## src/rtl/partial_product_accumulator.sv

```systemverilog
// Sums NUM_GROUPS signed partial products per sample, rounds off FRAC_BITS and narrows to OUT_W.
// PushOut follows the closing beat by 2 edges, no backpressure; define PPACC_SATURATE_EN to clamp instead of wrap.
module partial_product_accumulator #(
    parameter int PP_W       = 40,
    parameter int NUM_GROUPS = 3,
    parameter int ACC_GUARD  = 2,
    parameter int FRAC_BITS  = 15,
    parameter int OUT_W      = 32
) (
    input  logic             clk,
    input  logic             reset,
    input  logic             pp_valid,
    input  logic             pp_last,
    input  logic [PP_W-1:0]  pp_data,
    input  logic             flush,
    output logic             PushOut,
    output logic [OUT_W-1:0] DataOut,
    output logic             overflow,
    output logic             group_err
);

    localparam int ACC_W = PP_W + ACC_GUARD;
    localparam int RW    = ACC_W + 1;
    localparam int CNT_W = (NUM_GROUPS > 1) ? $clog2(NUM_GROUPS) : 1;
    localparam logic [CNT_W-1:0] LAST_GRP = CNT_W'(NUM_GROUPS - 1);
    localparam logic signed [RW-1:0] HALF = {{(RW-1){1'b0}}, 1'b1} << (FRAC_BITS - 1);

    logic signed [ACC_W-1:0] acc;
    logic signed [ACC_W-1:0] s1;
    logic signed [ACC_W-1:0] pp_ext;
    logic signed [ACC_W-1:0] sum;
    logic [CNT_W-1:0]        grp_cnt;
    logic                    s1_valid;
    logic                    at_last;
    logic                    close_ok;
    logic signed [RW-1:0]    rnd;
    logic signed [RW-1:0]    r;
    logic [OUT_W-1:0]        r_narrow;
    logic                    r_ovf;

    // First beat of a sample ignores whatever is left in acc.
    always_comb begin
        pp_ext   = ACC_W'($signed(pp_data));
        sum      = ((grp_cnt == '0) ? '0 : acc) + pp_ext;
        at_last  = (grp_cnt == LAST_GRP);
        close_ok = pp_valid && !flush && pp_last && at_last;
    end

`ifdef PPACC_SATURATE_EN
    localparam logic signed [RW-1:0] OMAX = {{(RW-OUT_W+1){1'b0}}, {(OUT_W-1){1'b1}}};
    localparam logic signed [RW-1:0] OMIN = {{(RW-OUT_W+1){1'b1}}, {(OUT_W-1){1'b0}}};

    always_comb begin
        rnd      = {s1[ACC_W-1], s1} + HALF;
        r        = rnd >>> FRAC_BITS;
        r_narrow = r[OUT_W-1:0];
        r_ovf    = 1'b0;
        if (r > OMAX) begin
            r_narrow = OMAX[OUT_W-1:0];
            r_ovf    = 1'b1;
        end else if (r < OMIN) begin
            r_narrow = OMIN[OUT_W-1:0];
            r_ovf    = 1'b1;
        end
    end
`else
    logic unused_r;

    always_comb begin
        rnd      = {s1[ACC_W-1], s1} + HALF;
        r        = rnd >>> FRAC_BITS;
        r_narrow = r[OUT_W-1:0];
        r_ovf    = 1'b0;
    end

    assign unused_r = ^r[RW-1:OUT_W];
`endif

    always_ff @(posedge clk or posedge reset) begin
        if (reset) begin
            acc       <= '0;
            s1        <= '0;
            grp_cnt   <= '0;
            s1_valid  <= 1'b0;
            PushOut   <= 1'b0;
            DataOut   <= '0;
            overflow  <= 1'b0;
            group_err <= 1'b0;
        end else begin
            s1_valid <= close_ok;
            if (close_ok) begin
                s1 <= sum;
            end

            // Stage 2 drains independently of flush.
            PushOut <= s1_valid;
            if (s1_valid) begin
                DataOut <= r_narrow;
                if (r_ovf) begin
                    overflow <= 1'b1;
                end
            end

            if (flush) begin
                grp_cnt <= '0;
            end else if (pp_valid) begin
                if (pp_last) begin
                    grp_cnt <= '0;
                    if (!at_last) begin
                        group_err <= 1'b1;
                    end
                end else begin
                    acc <= sum;
                    if (at_last) begin
                        group_err <= 1'b1;
                    end else begin
                        grp_cnt <= grp_cnt + 1'b1;
                    end
                end
            end
        end
    end

endmodule

```

## config.mk

```make
export PLATFORM = sky130hd
export DESIGN_NAME = partial_product_accumulator
export DESIGN_NICKNAME = d
export VERILOG_FILES = /design/src/rtl/partial_product_accumulator.sv
export SDC_FILE = /design/constraint.sdc
export NUM_CORES = 1
export LEC_CHECK = 0
export ABC_AREA = 0
export CAP_MARGIN = 10
export CORE_ASPECT_RATIO = 0.9
export CORE_MARGIN = 5
export CORE_UTILIZATION = 61
export DETAILED_ROUTE_END_ITERATION = 12
export GPL_ROUTABILITY_DRIVEN = 1
export GPL_TIMING_DRIVEN = 0
export PLACE_DENSITY_LB_ADDON = 0.2
export SETUP_SLACK_MARGIN = 0.2
export SLEW_MARGIN = 20
export SYNTH_ARGS = -nofsm -noshare
export SYNTH_HDL_FRONTEND = slang
export SYNTH_SLANG_ARGS = --single-unit
```

## constraint.sdc

```tcl
create_clock -name clk -period 5.1 [get_ports clk]
set_input_delay 0.51 -clock clk [delete_from_list [all_inputs] [get_ports clk]]
set_output_delay 0.51 -clock clk [all_outputs]
set_load 0.02 [all_outputs]
```

# ---- Word-level counts from Yosys, hierarchy flattened
# Cells that the tools add are included.
dict set report word_totals {
  output_inout_bits 35
  in_bits 45
  reg_bits 117
  elab_cells 33
}
dict set report classes {
  n_bitwise 2
  n_eq_ne 3
  mux 8
  add_sub_neg 3
  reduce_logical 10
}
# operator n
set ops {}
lappend ops {{adder 42 x 16 -> 43 bit, second input constant} 1}
lappend ops {{adder 42 bit} 1}
lappend ops {{two-way mux 42 bit} 1}
lappend ops {{two-way mux 2 bit} 4}
lappend ops {{AND reduction 4 bit} 1}
lappend ops {{nonzero test 2 bit} 2}
lappend ops {{logical AND 1 bit} 3}
lappend ops {{two-way mux 1 bit} 3}
lappend ops {{!= test 3 bit, second input constant} 1}
lappend ops {{AND reduction 3 bit} 1}
lappend ops {{adder 2 x 1 -> 2 bit, second input constant} 1}
lappend ops {{== test 2 bit, second input constant} 1}
lappend ops {{logical NOT 2 bit} 1}
lappend ops {{!= test 2 bit, second input constant} 1}
lappend ops {{inverter 1 bit} 2}
lappend ops {{AND reduction 2 bit} 1}
lappend ops {{logical NOT 1 bit} 1}

# ---- Logic depth before layout (Yosys ltp)
dict set report depth {
  ltp_word 5
  depth_mapped 16
  mapped_depth_nobuf 15
}

# ---- Worst setup path before layout
# No wires, ideal clock.
dict set report synth_path {
  path_type {reg2reg}
  startpoint {register grp_cnt[0]}
  endpoint {register s1[34]}
  path_stages_with_launch 17
  setup_time_ps 125
  synth_period_minus_slack_ps 3408
  arrival_time_ps 3283
  setup_slack_ps 1692
  path_buffers 1
  required_time_ps 4975
  path_cell_list {dfrtp_1 > inv_1 > ha_1 > clkbuf_1 > nor2b_1 > ha_1 > inv_1 > fa_1 > nand2b_1 > a21oi_1 > nor2_1 > o31a_1 > o31ai_4 > a21oi_1 > o21ai_1 > xor2_1 > mux2_2}
}
dict set report synth_via {
  elab_chain_len 3
  word_cells_on_any_way 5
  classes_between {add/sub: 1; eq/ne: 1; mux: 1; reduce/logical: 2}
}
# element line_no
set synth_lines {}
lappend synth_lines {{start: declaration} 32} ;# logic [CNT_W-1:0] grp_cnt;
lappend synth_lines {{start signal: assignment} 117} ;# grp_cnt <= grp_cnt + 1'b1;
lappend synth_lines {{logical NOT 2 bit} 44} ;# sum = ((grp_cnt == '0) ? '0 : acc) + pp_ext;
lappend synth_lines {{two-way mux 42 bit} 44}
lappend synth_lines {{adder 42 bit} 44}
lappend synth_lines {{end signal: assignment} 92} ;# s1 <= sum;
lappend synth_lines {{end: declaration} 29} ;# logic signed [ACC_W-1:0] s1;
# Several ways; a longest one is shown, not always the timed one.
# A chain may end at the register's enable or synchronous reset.

# ---- Final worst setup path
dict set report layout_path {
  startpoint {register grp_cnt[0]}
  endpoint {register acc[40]}
}
dict set report layout_via {
  elab_chain_len 3
}
# element line_no
set layout_lines {}
lappend layout_lines {{logical NOT 2 bit} 44}
lappend layout_lines {{two-way mux 42 bit} 44}
lappend layout_lines {{adder 42 bit} 44}
lappend layout_lines {{end signal: assignment} 113} ;# acc <= sum;
lappend layout_lines {{end: declaration} 28} ;# logic signed [ACC_W-1:0] acc;
# No other way between the ends.

==> results.py <==
metrics = {
    "synth": {
        "synth_top_area_share_pct": 38.3,
        "yosys_most_used_dff": "dfrtp_1",
        "avgSynthCellArea_um2": 8.54,
        "ys_types": 57,
        "synth.largest_area_cell": "dfrtp_1",
        "ys_seq_elements": 103,
        "synth_area_leaders": "dfrtp_1 (38%), ha_1 (8.2%), nand2_1 (5.7%)",
        "syn-instance-count": 788,
        "synth_edf_count": 0,
        "synth.net_count": 878,
        "async_reset_ff_share_pct": 100,
        "ys_warn_count": 0,
        "seq_area_frac_synth_pct": 38.3,
        "syn-cell-area_mm2": 0.00673,
    },
    "power_and_ir_drop": {
        "p_leak_nw": 3.51,
        "p_seq_share_pct": 42.7,
        "p_sw_w": 0.000739,
        "p_sw_share_pct": 31.1,
        "pwr-share-clk_pct": 32.1,
        "combPwrFrac_pct": 25.2,
        "p_per_area_mw_per_mm2": 295,
        "vdd_drop_max_mv": 0.300,
        "p_int_w": 0.00163,
    },
    "finish": {
        "nets": 968,
        "final_cell_count_no_fill": 1016,
        "nFillCells": 824,
        "antenna_cells": 0,
        "finish.utilization_pct": 74.3,
        "area_growth_pct": 19.4,
        "drive_gt1_share_pct": 4.30,
        "layout_common_cells": "dfrtp_1 (103), nand2_1 (103), clkdlybuf4s50_1 (78)",
    },
    "clocking": {
        "cts_hold_buf": 0,
        "path_clk_slew_ns": 0.07,
        "cts_root_buf": "clkbuf_16",
        "htreeDepth": 3,
        "cts_buffers": 9,
        "clockBufferDepth": 2,
        "clock_sinks": 103,
        "tritoncts": "built",
        "postCtsSetupRepairBufs": 0,
        "clk_latency_ns": 0.36,
        "cts_resized": 0,
    },
    "detailed_routing": {
        "ant_nets": 0,
        "drt_iter0_drc": 426,
        "wl_per_cell_um": 16.5,
        "firstDrtPassIters": 5,
        "totalWireLength_mm": 16.8,
        "drc": 0,
        "viasPerCell": 5.86,
        "vias": 5953,
    },
    "timing": {
        "tns_ns": 0,
        "finalCritPeriodShare_pct": 82.0,
        "worstMarginPinSlew_ns": 0.637,
        "setup_slack_ns": 0.916,
        "drv_slew": 0,
        "hold_viol": 0,
        "max_slew_margin_pct": 57.1,
        "layout_min_cycle_time_ns": 4.18,
        "fmax_mhz": 239,
        "skew_ns": 0.00942,
        "rsz0062_at_grt": "false",
        "setup_viol": 0,
    },
    "worst_setup_path": {
        "cp_cell_sequence": "inv_1 > ha_1 > clkbuf_1 > nor2b_1 > ha_1 > inv_1 > fa_1 > nand2b_1 > a21oi_1 > nor2_1 > o31a_1 > o31ai_4 > a211oi_2 > o21bai_1 > a21oi_1 > o21ai_1",
        "crit_required_ns": 5.31,
        "r2r-end": "acc[40]$_DFFE_PP0P_",
        "r2r-start": "grp_cnt[0]$_DFFE_PP0P_",
        "cp_slowest_cell": "o31ai_4",
        "crit_type": "register to register",
        "cpPeakStageDelay_ns": 0.44,
        "worst_setup_path_start_kind": "register",
        "crit_path_max_fanout": 10,
        "r2r_slack_ns": 0.92,
        "worst_setup_path_end_kind": "register",
        "arrival_ns": 4.40,
        "ff2ff_path_depth": 16,
    },
    "global_route": {
        "antenna_found_initial": 0,
        "grt_max_degree": 72,
        "grt_pass1_vias": 5919,
        "gr-usage-met2_pct": 45.5,
        "grt_pass1_wl_mm": 28.0,
        "met1_usage_pct": 34.1,
        "use_met3_pct": 5.71,
        "overflow": 0,
        "grtUsageTotal_pct": 26.4,
        "busiest_layer": "met2",
    },
    "floorplanning": {
        "die_area_mm2": 0.0132,
        "initial_utilization_pct": 62.3,
        "rows": 36,
        "io_pins": 80,
        "die-width_um": 121,
        "die_y_um": 110,
        "core_area_mm2": 0.0108,
    },
    "worst_hold_path": {
        "hold_path_startpoint": "s1_valid$_DFF_PP0_",
        "worstHoldEndpoint": "PushOut$_DFF_PP0_",
        "hold_depth": 0,
        "hold_class": "register to register",
    },
    "placed_design": {
        "gp_congestion": 0.906,
        "io_buffers": 78,
        "place_inst": 1000,
        "hpwl_mm": 12.8,
        "post-place-ws_ns": 1.00,
    },
    "status": {
        "status": "complete, no violations",
    },
    "job": {
        "maxCapViolations": 0,
    },
}
==> layer usage <==
metal / part of all wire, % / routed length [µm]
met3: 4.8 / 806
met4: 1.5 / 252
met2: 49 / 8130
met1: 45 / 7570
met5: 0 / 0
==> logic make-up after synthesis <==
kind of cell,Yosys count,share of synthesized area (%)
xor+xnor,66,8.79
other cells,1,0.0557
buf+inv,61,3.74
compound gates,232,20.7
fa+ha+maj,45,8.48
flops,103,38.3
mux,5,0.837
simple gates,275,19.1
==> state kept, by name, indices dropped and copies added (netlist names) <==
register and flops:
grp_cnt 2, acc 42, group_err 1, DataOut 28, s1 28, s1_valid 1
PushOut 1
==> per-stage QoR <==
stage,instance area (µm²),total power (W),hold slack [ns]
floorplan,6730,0.00140,0.352
global placement,7680,0.00158,0.363
detailed placement,7710,0.00161,0.373
CTS,8040,0.00238,0.392
global route,8040,0.00250,0.413
finish,8040,0.00237,0.389
==> critical path, delay by kind of cell, from the launching register on <==
family	cells	cell delay, ns
compound gates	7	1.91
fa+ha+maj	3	0.88
buf+inv	3	0.43
flops	1	0.34
simple gates	3	0.47
==> layout make-up <==
cell class | count | area [µm²] | area share [%]
plain buffers | 44 | 188 | 2.34
clock buffers | 9 | 225 | 2.80
clock inverters | 7 | 101 | 1.26
inverters | 17 | 68.8 | 0.856
multi-input cells | 624 | 3900 | 48.5
flip-flops and latches | 103 | 2580 | 32.1
well taps | 133 | 166 | 2.07
repair buffers | 79 | 808 | 10.1
==> power groups by stage <==
stage | clock network [W] | registers [W] | logic (W)
after global placement | 0 | 0.00102 | 0.000566
after detailed placement | 0 | 0.00103 | 0.000588
final | 0.000762 | 0.00101 | 0.000597
after global routing | 0.000809 | 0.00103 | 0.000660
after floorplan | 0 | 0.00104 | 0.000356
after CTS | 0.000772 | 0.00101 | 0.000596
==> worst max-delay path by stage <==
stage / endpoint / slack (ns) / depth (start not counted) / from
2_1_floorplan: s1[34]$_DFFE_PP0P_ / 1.69 / 16 / grp_cnt[0]$_DFFE_PP0P_
3_3_place_gp: acc[37]$_DFFE_PP0P_ / 0.51 / 2 / reset
3_5_place_dp: s1[34]$_DFFE_PP0P_ / 1.00 / 16 / grp_cnt[0]$_DFFE_PP0P_
4_1_cts: s1[34]$_DFFE_PP0P_ / 0.97 / 16 / grp_cnt[0]$_DFFE_PP0P_
5_1_grt: acc[40]$_DFFE_PP0P_ / 0.72 / 16 / grp_cnt[0]$_DFFE_PP0P_
6_report: acc[40]$_DFFE_PP0P_ / 0.92 / 16 / grp_cnt[0]$_DFFE_PP0P_
==> cells in the mapped netlist, types with 6 or more instances <==
master    number
a211oi_1       6
a21o_1        18
a21oi_1       66
and3_1         6
clkbuf_1      35
dfrtp_1      103
ha_1          44
inv_1         17
nand2_1      103
nand3_1       20
nand4_1       14
nor2_1        61
nor2b_1       44
nor3_1         8
o21ai_0       65
o21ai_1       29
o21bai_1       6
xnor2_1       26
xor2_1        39
No activity file was read; power rests on OpenSTA's default activity.
